==> src/rtl/spi_pkg.sv <==
// Shared SPI definitions for the slave-side transmit and receive paths.
//   SPI_DATA_W : default transfer word width
//   SPI_CPOL/SPI_CPHA : SPI mode 0 (sclk idles low, sample on rising edge)
//   spi_state_e : transmitter state encoding
package spi_pkg;
  localparam int SPI_DATA_W = 11;
  localparam bit SPI_CPOL   = 1'b0;
  localparam bit SPI_CPHA   = 1'b0;

  typedef enum logic [1:0] {
    ST_IDLE  = 2'd0,
    ST_SHIFT = 2'd1,
    ST_DONE  = 2'd2
  } spi_state_e;
endpackage

==> src/rtl/spi_slave_tx_if.sv <==
// Bundle of producer handshake and SPI pin signals for spi_slave_tx.
//   slave  modport : view of the transmitter itself
//   master modport : view of the producer / SPI master side
interface spi_slave_tx_if
  import spi_pkg::*;
#(
  parameter int DATA_W = SPI_DATA_W
);
  logic              tx_valid;
  logic [DATA_W-1:0] tx_data;
  logic              tx_ready;
  logic              cs;
  logic              sclk;
  logic              miso;
  logic              miso_oe;
  logic              tx_done;
  logic              tx_underrun;
  logic              tx_abort;

  modport slave (
    input  tx_valid, tx_data, cs, sclk,
    output tx_ready, miso, miso_oe, tx_done, tx_underrun, tx_abort
  );

  modport master (
    output tx_valid, tx_data, cs, sclk,
    input  tx_ready, miso, miso_oe, tx_done, tx_underrun, tx_abort
  );
endinterface

==> src/rtl/spi_sync_edge.sv <==
// Two-flop synchronizer for an asynchronous pin followed by a registered
// edge detector.
//   clk, rst : system clock, synchronous active-high reset
//   sig_i    : asynchronous input pin
//   rise_o   : one-cycle pulse on a synchronized 0->1 transition
//   fall_o   : one-cycle pulse on a synchronized 1->0 transition
// RST_VAL should match the pin's idle level so that leaving reset does not
// manufacture an edge.
module spi_sync_edge #(
  parameter logic RST_VAL = 1'b0
) (
  input  logic clk,
  input  logic rst,
  input  logic sig_i,
  output logic rise_o,
  output logic fall_o
);
  logic meta_q, sync_q, prev_q;

  always_ff @(posedge clk) begin
    if (rst) begin
      meta_q <= RST_VAL;
      sync_q <= RST_VAL;
      prev_q <= RST_VAL;
    end else begin
      meta_q <= sig_i;
      sync_q <= meta_q;
      prev_q <= sync_q;
    end
  end

  assign rise_o = sync_q & ~prev_q;
  assign fall_o = ~sync_q & prev_q;
endmodule

==> src/rtl/spi_slave_tx.sv <==
// SPI mode-0 slave transmitter. A producer loads one word into a hold
// register through a valid/ready handshake; each chip-select assertion
// shifts the held word out on MISO LSB first.
//   clk, rst : system clock, synchronous active-high reset
//   bus      : spi_slave_tx_if.slave -- tx_valid/tx_data/tx_ready handshake,
//              cs/sclk from the master, miso/miso_oe to the pad, and the
//              tx_done/tx_underrun/tx_abort status pulses
module spi_slave_tx
  import spi_pkg::*;
#(
  parameter int DATA_W = SPI_DATA_W
) (
  input  logic          clk,
  input  logic          rst,
  spi_slave_tx_if.slave bus
);
  localparam int CNT_W = $clog2(DATA_W + 1);

  spi_state_e        state_q, state_d;
  logic [DATA_W-1:0] hold_q, hold_d;
  logic              hold_vld_q, hold_vld_d;
  logic [DATA_W-1:0] shreg_q, shreg_d;
  logic [CNT_W-1:0]  bit_cnt_q, bit_cnt_d;
  logic              miso_q, miso_d;
  logic              oe_q, oe_d;
  logic              done_q, done_d;
  logic              under_q, under_d;
  logic              abort_q, abort_d;

  logic cs_rise, cs_fall, sclk_rise, sclk_fall;
  logic tx_ready_w, hs;

  // cs idles high, sclk idles low
  spi_sync_edge #(.RST_VAL(1'b1)) u_cs_sync (
    .clk   (clk),
    .rst   (rst),
    .sig_i (bus.cs),
    .rise_o(cs_rise),
    .fall_o(cs_fall)
  );

  spi_sync_edge #(.RST_VAL(1'b0)) u_sclk_sync (
    .clk   (clk),
    .rst   (rst),
    .sig_i (bus.sclk),
    .rise_o(sclk_rise),
    .fall_o(sclk_fall)
  );

  assign tx_ready_w = !hold_vld_q && !rst;
  assign hs         = bus.tx_valid && tx_ready_w;

  always_comb begin
    state_d    = state_q;
    hold_d     = hold_q;
    hold_vld_d = hold_vld_q;
    shreg_d    = shreg_q;
    bit_cnt_d  = bit_cnt_q;
    miso_d     = miso_q;
    oe_d       = oe_q;
    done_d     = 1'b0;
    under_d    = 1'b0;
    abort_d    = 1'b0;

    if (hs) begin
      hold_d     = bus.tx_data;
      hold_vld_d = 1'b1;
    end

    unique case (state_q)
      ST_IDLE: begin
        if (cs_fall) begin
          // A word arriving in this same cycle cannot be used for this
          // transfer; it stays in the hold register for the next one.
          if (hold_vld_q) begin
            shreg_d    = hold_q;
            hold_vld_d = 1'b0;
          end else begin
            shreg_d = '0;
            under_d = 1'b1;
          end
          bit_cnt_d = '0;
          oe_d      = 1'b1;
          miso_d    = shreg_d[0];
          state_d   = ST_SHIFT;
        end
      end

      ST_SHIFT: begin
        if (sclk_rise) begin
          bit_cnt_d = bit_cnt_q + CNT_W'(1);
          if (bit_cnt_d == CNT_W'(DATA_W)) begin
            // Final bit sampled: completion beats a coincident cs rise.
            done_d = 1'b1;
            if (cs_rise) begin
              oe_d    = 1'b0;
              miso_d  = 1'b0;
              state_d = ST_IDLE;
            end else begin
              state_d = ST_DONE;
            end
          end else if (cs_rise) begin
            abort_d = 1'b1;
            oe_d    = 1'b0;
            miso_d  = 1'b0;
            state_d = ST_IDLE;
          end
        end else if (cs_rise) begin
          abort_d = 1'b1;
          oe_d    = 1'b0;
          miso_d  = 1'b0;
          state_d = ST_IDLE;
        end else if (sclk_fall && (bit_cnt_q < CNT_W'(DATA_W))) begin
          shreg_d = shreg_q >> 1;
          miso_d  = shreg_d[0];
        end
      end

      ST_DONE: begin
        // miso stays on the last bit; extra sclk edges are ignored
        if (cs_rise) begin
          oe_d    = 1'b0;
          miso_d  = 1'b0;
          state_d = ST_IDLE;
        end
      end

      default: state_d = ST_IDLE;
    endcase
  end

  always_ff @(posedge clk) begin
    if (rst) begin
      state_q    <= ST_IDLE;
      hold_vld_q <= 1'b0;
      bit_cnt_q  <= '0;
      miso_q     <= 1'b0;
      oe_q       <= 1'b0;
      done_q     <= 1'b0;
      under_q    <= 1'b0;
      abort_q    <= 1'b0;
    end else begin
      state_q    <= state_d;
      hold_vld_q <= hold_vld_d;
      bit_cnt_q  <= bit_cnt_d;
      miso_q     <= miso_d;
      oe_q       <= oe_d;
      done_q     <= done_d;
      under_q    <= under_d;
      abort_q    <= abort_d;
    end
  end

  // Data registers carry no reset; their validity is tracked by control.
  always_ff @(posedge clk) begin
    hold_q  <= hold_d;
    shreg_q <= shreg_d;
  end

  assign bus.tx_ready    = tx_ready_w;
  assign bus.miso        = miso_q;
  assign bus.miso_oe     = oe_q;
  assign bus.tx_done     = done_q;
  assign bus.tx_underrun = under_q;
  assign bus.tx_abort    = abort_q;
endmodule

==> src/flat_wrapper.sv <==
// flat-port wrapper written by rule: the top's interface ports become plain ports
module spi_slave_tx_flat import spi_pkg::*;
#(
  parameter int DATA_W = SPI_DATA_W
)
  (clk, rst, bus_tx_valid, bus_tx_data, bus_cs, bus_sclk, bus_tx_ready, bus_miso, bus_miso_oe, bus_tx_done, bus_tx_underrun, bus_tx_abort);
  spi_slave_tx_if #(.DATA_W(DATA_W)) bus_i ();
  input  logic clk;
  input  logic rst;
  input wire logic [$bits(bus_i.tx_valid)-1:0] bus_tx_valid;
  input wire logic [$bits(bus_i.tx_data)-1:0] bus_tx_data;
  input wire logic [$bits(bus_i.cs)-1:0] bus_cs;
  input wire logic [$bits(bus_i.sclk)-1:0] bus_sclk;
  output wire logic [$bits(bus_i.tx_ready)-1:0] bus_tx_ready;
  output wire logic [$bits(bus_i.miso)-1:0] bus_miso;
  output wire logic [$bits(bus_i.miso_oe)-1:0] bus_miso_oe;
  output wire logic [$bits(bus_i.tx_done)-1:0] bus_tx_done;
  output wire logic [$bits(bus_i.tx_underrun)-1:0] bus_tx_underrun;
  output wire logic [$bits(bus_i.tx_abort)-1:0] bus_tx_abort;
  assign bus_i.tx_valid = bus_tx_valid;
  assign bus_i.tx_data = bus_tx_data;
  assign bus_i.cs = bus_cs;
  assign bus_i.sclk = bus_sclk;
  assign bus_tx_ready = bus_i.tx_ready;
  assign bus_miso = bus_i.miso;
  assign bus_miso_oe = bus_i.miso_oe;
  assign bus_tx_done = bus_i.tx_done;
  assign bus_tx_underrun = bus_i.tx_underrun;
  assign bus_tx_abort = bus_i.tx_abort;
  spi_slave_tx #(.DATA_W(DATA_W)) u_core (.clk(clk), .rst(rst), .bus(bus_i));
endmodule
==> config.mk <==
export PLATFORM = sky130hd
export DESIGN_NAME = spi_slave_tx_flat
export DESIGN_NICKNAME = d
export VERILOG_FILES = /design/src/rtl/spi_pkg.sv /design/src/rtl/spi_slave_tx_if.sv /design/src/rtl/spi_sync_edge.sv /design/src/rtl/spi_slave_tx.sv /design/src/flat_wrapper.sv
export SDC_FILE = /design/constraint.sdc
export NUM_CORES = 1
export LEC_CHECK = 0
export ABC_CLOCK_PERIOD_IN_PS = 2500
export BUFFER_PORTS_ARGS = -buffer_cell sky130_fd_sc_hd__buf_2
export CAP_MARGIN = 30
export CORE_ASPECT_RATIO = 0.7
export CORE_MARGIN = 3
export CORE_UTILIZATION = 56
export DETAILED_ROUTE_END_ITERATION = 10
export PLACE_DENSITY = 0.84
export SLEW_MARGIN = 25
export SYNTH_ARGS = -nofsm -noshare
export SYNTH_HDL_FRONTEND = slang
export SYNTH_SLANG_ARGS = --single-unit
==> constraint.sdc <==
create_clock -name clk -period 2.5 [get_ports clk]
set_input_delay 0.375 -clock clk [delete_from_list [all_inputs] [get_ports clk]]
set_output_delay 0.375 -clock clk [all_outputs]
set_load 0.02 [all_outputs]
# Yosys cells after proc, flatten, opt, wreduce, memory -nomap -nowiden

Index checks and enable logic that the tools add are counted.

Bits in latches: 0
Memories: 0
Bits in writable memories: 0
Bits of input ports: 16
Flip-flop bits (word level): 40
Word-level logic and storage cells: 90
Bits in read-only memories: 0
Output and inout bits: 6

Bitwise logic cells: 12
Muxes and demuxes: 33
Magnitude comparators: 1
Equality and inequality tests: 10
Reductions and logical operators: 17
$add $sub $neg: 1
Multipliers: 0
Divide/modulo/power cells: 0
Shift-type cells: 0

Operators by type and width:

| cell                                                 | count |
|---|---|
| 2-to-1 mux 11 bit                                    | 5 |
| case mux 11 bit (2 select lines)                     | 1 |
| 2-to-1 mux 1 bit                                     | 16 |
| 2-to-1 mux 2 bit                                     | 5 |
| AND reduction 3 bit                                  | 3 |
| 2-to-1 mux 4 bit                                     | 2 |
| != test 2 x 1 -> 1 bit (second input constant)       | 4 |
| inverter 1 bit                                       | 8 |
| case mux 4 bit (2 select lines)                      | 1 |
| case mux 2 bit (3 select lines)                      | 1 |
| OR reduction 3 bit                                   | 2 |
| AND reduction 5 bit                                  | 1 |
| adder 4 x 1 -> 4 bit (second input constant)         | 1 |
| bitwise AND 1 bit                                    | 4 |
| equality test 4 bit (second input constant)          | 1 |
| < comparator 4 bit (second input constant)           | 1 |
| != test 2 bit (second input constant)                | 2 |
| != test 4 x 1 -> 1 bit (second input constant)       | 1 |
| nonzero test 2 bit                                   | 2 |
| OR reduction 2 bit                                   | 2 |
| logical AND 1 bit                                    | 3 |
| case mux 1 bit (3 select lines)                      | 1 |
| nonzero test 3 bit                                   | 1 |
| equality test 2 x 1 -> 1 bit (second input constant) | 1 |
| 4 further kinds                                      | 5 |

# Depth between registers and ports, before layout

Depth after elaboration: 7
Depth in mapped cells: 7
Depth with buffers taken out: 6

# Cells and area by module

Synthesis repeated with hierarchy kept, for this count alone.

Cell total of the unflattened synthesis: 137
Area, all modules: 1606.5 µm²

By module, submodules not included:

| module                             | sequential area each (µm²) | area an instance (µm²) | cells an instance | times used |
|---|---|---|---|---|
| spi_slave_tx                       | 870.8                      | 1422.6                 | 121               | 1 |
| spi_sync_edge (u_core.u_cs_sync)   | 60.1                       | 92.6                   | 8                 | 1 |
| spi_sync_edge (u_core.u_sclk_sync) | 60.1                       | 91.3                   | 8                 | 1 |

# Worst setup path after synthesis

No wires, ideal clock.

Path type: register to register
From: reg u_core.state_q[0]
To: reg u_core.shreg_q[10] (enable)
Buffers on the path: 1
Required time: 2.105 ns
Arrival: 1.895 ns
Period minus slack after synthesis: 2.290 ns
Slack: 0.210 ns
Cell stages (with the launch flop): 7
Library setup time: 0.395 ns
Path through: dfxtp_1 -> inv_1 -> ha_1 -> buf_4 -> nor2_1 -> a21oi_1 -> o32ai_1

Word-level cells in the longest chain between the ends: 3
Elaborated cells on any way between the ends: 8
Classes of those cells: eq/ne (5); reduce/logical (3)

RTL lines:

| item                                                                     | line                | text |
|---|---|---|
| from (decl)                                                              | spi_slave_tx.sv:19  | `spi_state_e state_q, state_d;` |
| from (signal assigned)                                                   | spi_slave_tx.sv:143 | `state_q <= state_d;` |
| equality test 2 x 1 -> 1 bit / logical NOT 2 bit (equally long branches) | spi_slave_tx.sv:70  | `unique case (state_q)` |
| != test 2 bit (no source line) (tied with other cells)                   | -                   |  |
| AND reduction 5 bit (no source line) (*)                                 | -                   |  |
| to (signal assigned)                                                     | spi_slave_tx.sv:157 | `shreg_q <= shreg_d;` |
| to (decl)                                                                | spi_slave_tx.sv:22  | `logic [DATA_W-1:0] shreg_q, shreg_d;` |

Every way passes the cells marked *; elsewhere a longest branch is shown, timed or not.
A chain may end at the register's enable or synchronous reset.

# Final worst setup path

From: reg u_core.state_q[0]
To: reg u_core.bit_cnt_q[2]

Word-level cells in the longest chain between the ends: 3
Elaborated cells on any way between the ends: 7
Classes of those cells: eq/ne (3); mux (1); reduce/logical (3)

RTL lines:

| item                                                                                 | line                | text |
|---|---|---|
| equality test 2 x 1 -> 1 bit / logical NOT 2 bit (equally long branches)             | spi_slave_tx.sv:70  |  |
| != test 2 x 1 -> 1 bit (no source line) / nonzero test 2 bit (equally long branches) | -                   |  |
| AND reduction 3 bit (no source line)                                                 | -                   |  |
| to (signal assigned)                                                                 | spi_slave_tx.sv:145 | `bit_cnt_q <= bit_cnt_d;` |
| to (decl)                                                                            | spi_slave_tx.sv:23  | `logic [CNT_W-1:0] bit_cnt_q, bit_cnt_d;` |

Several ways; a longest one is shown, not always the timed one.

==> results.ini <==
[routing]
route.vias.total = 1135
drc = 0
drt_wl_total_um = 3140
drt_iter0_markers = 93
vias_per_cell = 5.76
antenna_left = 0
avgRoutedWirePerCell_um = 15.9
drtPass1Iterations = 4

[final_layout]
antennaDiodeCount = 0
fin_util_pct = 67.5
fillers = 213
final_cells = 197
syn_to_final_growth_pct = 12.7
final_cell_area_um2 = 1920
nNetsFinal = 182
drive_gt1_share_pct = 26.7
multiInputGateArea_um2 = 662
ff_latch_area_um2 = 991

[sta]
finalSetupTns_ns = 0
final-setup-viol-count = 0
finalCriticalPeriod_ns = 2.02
max_freq_ghz = 0.494
slew_headroom_pct = 52.1
finClkSkew_ns = 0.00517
maxSlewViolCount = 0
min_period_over_period_pct = 81.0
tightest_slew_ns = 0.718
rsz0062_at_grt = false
hold_viol = 0

[worst_setup_path]
worstPathRequired_ns = 2.72
endpoint_kind = register
worstSetupPathType = reg2reg
cp.arrival_ns = 2.24
critPathMaxFanout = 22
reg2reg_depth = 5
critPathLaunchType = register

[floorplan]
die_w_um = 71.9
rows = 16
coreArea_um2 = 2840
initial_core_util_pct = 59.9
die_y_um = 52.1
die_area_um2 = 3750
io_pins = 22

[power]
p_int_uw = 967
seqPwrFrac_pct = 55.6
pwr_density_cell_nw_per_um2 = 677
p_comb_share_pct = 12.3
cellLeakagePower_uw = 0.000749
pwr-share-clk_pct = 32.2
p_sw_uw = 332
p_sw_share_pct = 25.6
peakVddDrop_mv = 0.470
power_uw = 1300

[global_routing]
grt_pass1_wl_um = 5040
grt_max_degree = 23
top_usage_layer = met2
use_met1_pct = 25.8
antenna_found_initial = 0
grt_usage_pct = 18.5
grt.met2_usage_pct = 27.1
use_met3_pct = 5.98
grt_pass1_vias = 1035
overflow = 0

[logic_synthesis]
synthesis.area_um2 = 1700
syn_inst = 137
ys_types = 43
synth_nets = 159
yosys_warnings = 0
synth-seq-area-share_pct = 58.2
synth_most_common_cell = edfxtp_1
syn_area_per_cell_um2 = 12.4
ys_async_sr_fraction_pct = 0
yosysTopAreaCell = edfxtp_1
synth_common_cells = edfxtp_1, dfxtp_1, a21oi_1, a22o_1, nor2_1
synth-edff-count = 21
ys_ff_latch = 39
ys.flop_type = edfxtp_1
synth_top_area_share_pct = 37.1
synthTopCellsByArea = edfxtp_1, dfxtp_1, ha_1

[placement]
portBuffers = 21
dpl-instance-area_um2 = 1830
numPlacedInstances = 189
gp_congestion = 0.787
dp_hpwl_um = 2150

[clock_network]
worstSkewPairLatency_ns = 0.29
htreeDepth = 2
cts.clk_slew.worst_paths_ns = 0.08
cts_buffers = 5
postCtsSetupBuffers = 0
cts_tree = built
cts_resized = 0
ctsHoldBuffers = 0
clkSinkCount = 39
cts_root_buffer = clkbuf_8
clk_path_buf_depth = 2

[flow_run]
maxCapViolCount = 0

[outcome]
status = finished clean

[min_path]
holdPathStages = 1
hold_path_class = in2reg

-- final timing paths --
kind                           startpoint                      end  slack [ns]
hold / removal             bus_tx_data[3]         u_core.hold_q[3]        0.26
setup reg to reg        u_core.state_q[0]      u_core.bit_cnt_q[2]        0.48
setup / recovery        u_core.state_q[0]      u_core.bit_cnt_q[2]        0.48
hold reg to reg   u_core.u_cs_sync.meta_q  u_core.u_cs_sync.sync_q        0.41
-- critical path, cell delays in order (launching register included) --
cell	delay (ns)
dfxtp_1	0.41
ha_1	0.65
and3b_2	0.34
a21boi_4	0.23
a21oi_1	0.11
a211oi_2	0.20
-- layer usage --
metal	share of wire (%)	vias up
li1	-	550
met1	48	540
met2	44	40
met3	7.3	5
met4	0.86	0
met5	0	-
-- metrics by stage --
stage	hold WS, ns	setup WS [ns]
4_1_cts	0.255	0.499
5_1_grt	0.254	0.351
6_report	0.258	0.476
3_5_place_dp	0.398	0.530
3_3_place_gp	0.393	0.610
2_1_floorplan	0.389	0.210
-- layout make-up --
| cell class | instances | share of cell area, % |
|---|---|---|
| tap | 36 | 2.35 |
| sequential | 39 | 51.7 |
| clock buffer | 5 | 3.59 |
| timing repair buffer | 22 | 5.87 |
| clock inverter | 3 | 1.04 |
| inverter | 5 | 0.978 |
| multi-input combinational | 87 | 34.5 |
-- layout by cell type (no fill, tap or decap), types with 2 or more instances in the layout --
cell type	n
and2_1	3
a22o_1	8
nand3_1	3
a22oi_1	2
inv_1	5
a21oi_1	8
o21a_1	2
clkinvlp_4	2
or2_2	3
buf_2	21
a211oi_2	2
dfxtp_1	18
edfxtp_1	21
nor2_1	7
and2b_1	2
clkbuf_8	5
nand2b_1	2
nand2_1	6
mux2i_1	2
o21ai_0	4
nor2b_1	5
ha_1	6
-- flip-flops by register name, indices dropped and copies added (netlist names), 2 cells and up --
name	flops
u_core.state_q	2
u_core.hold_q	11
u_core.bit_cnt_q	4
u_core.shreg_q	10
-- power groups by stage --
| stage | logic, µW | clock network (µW) | registers, µW |
|---|---|---|---|
| finish | 159 | 418 | 722 |
| global route | 175 | 446 | 724 |
| CTS | 158 | 421 | 721 |
| detailed placement | 156 | 0 | 736 |
| global placement | 148 | 0 | 733 |
| floorplan | 115 | 0 | 737 |
-- logic make-up after synthesis --
family	count (synthesis)	synth area share (%)
and+or+nand+nor	41	15.1
AOI/OAI and AO/OA	36	16.7
xor gates and xnor gates	2	1.47
adders and majority gates	6	4.41
DFF	39	58.2
muxes	2	1.18
buffers and inverters	11	2.87
(Power assumes the default switching activity.)
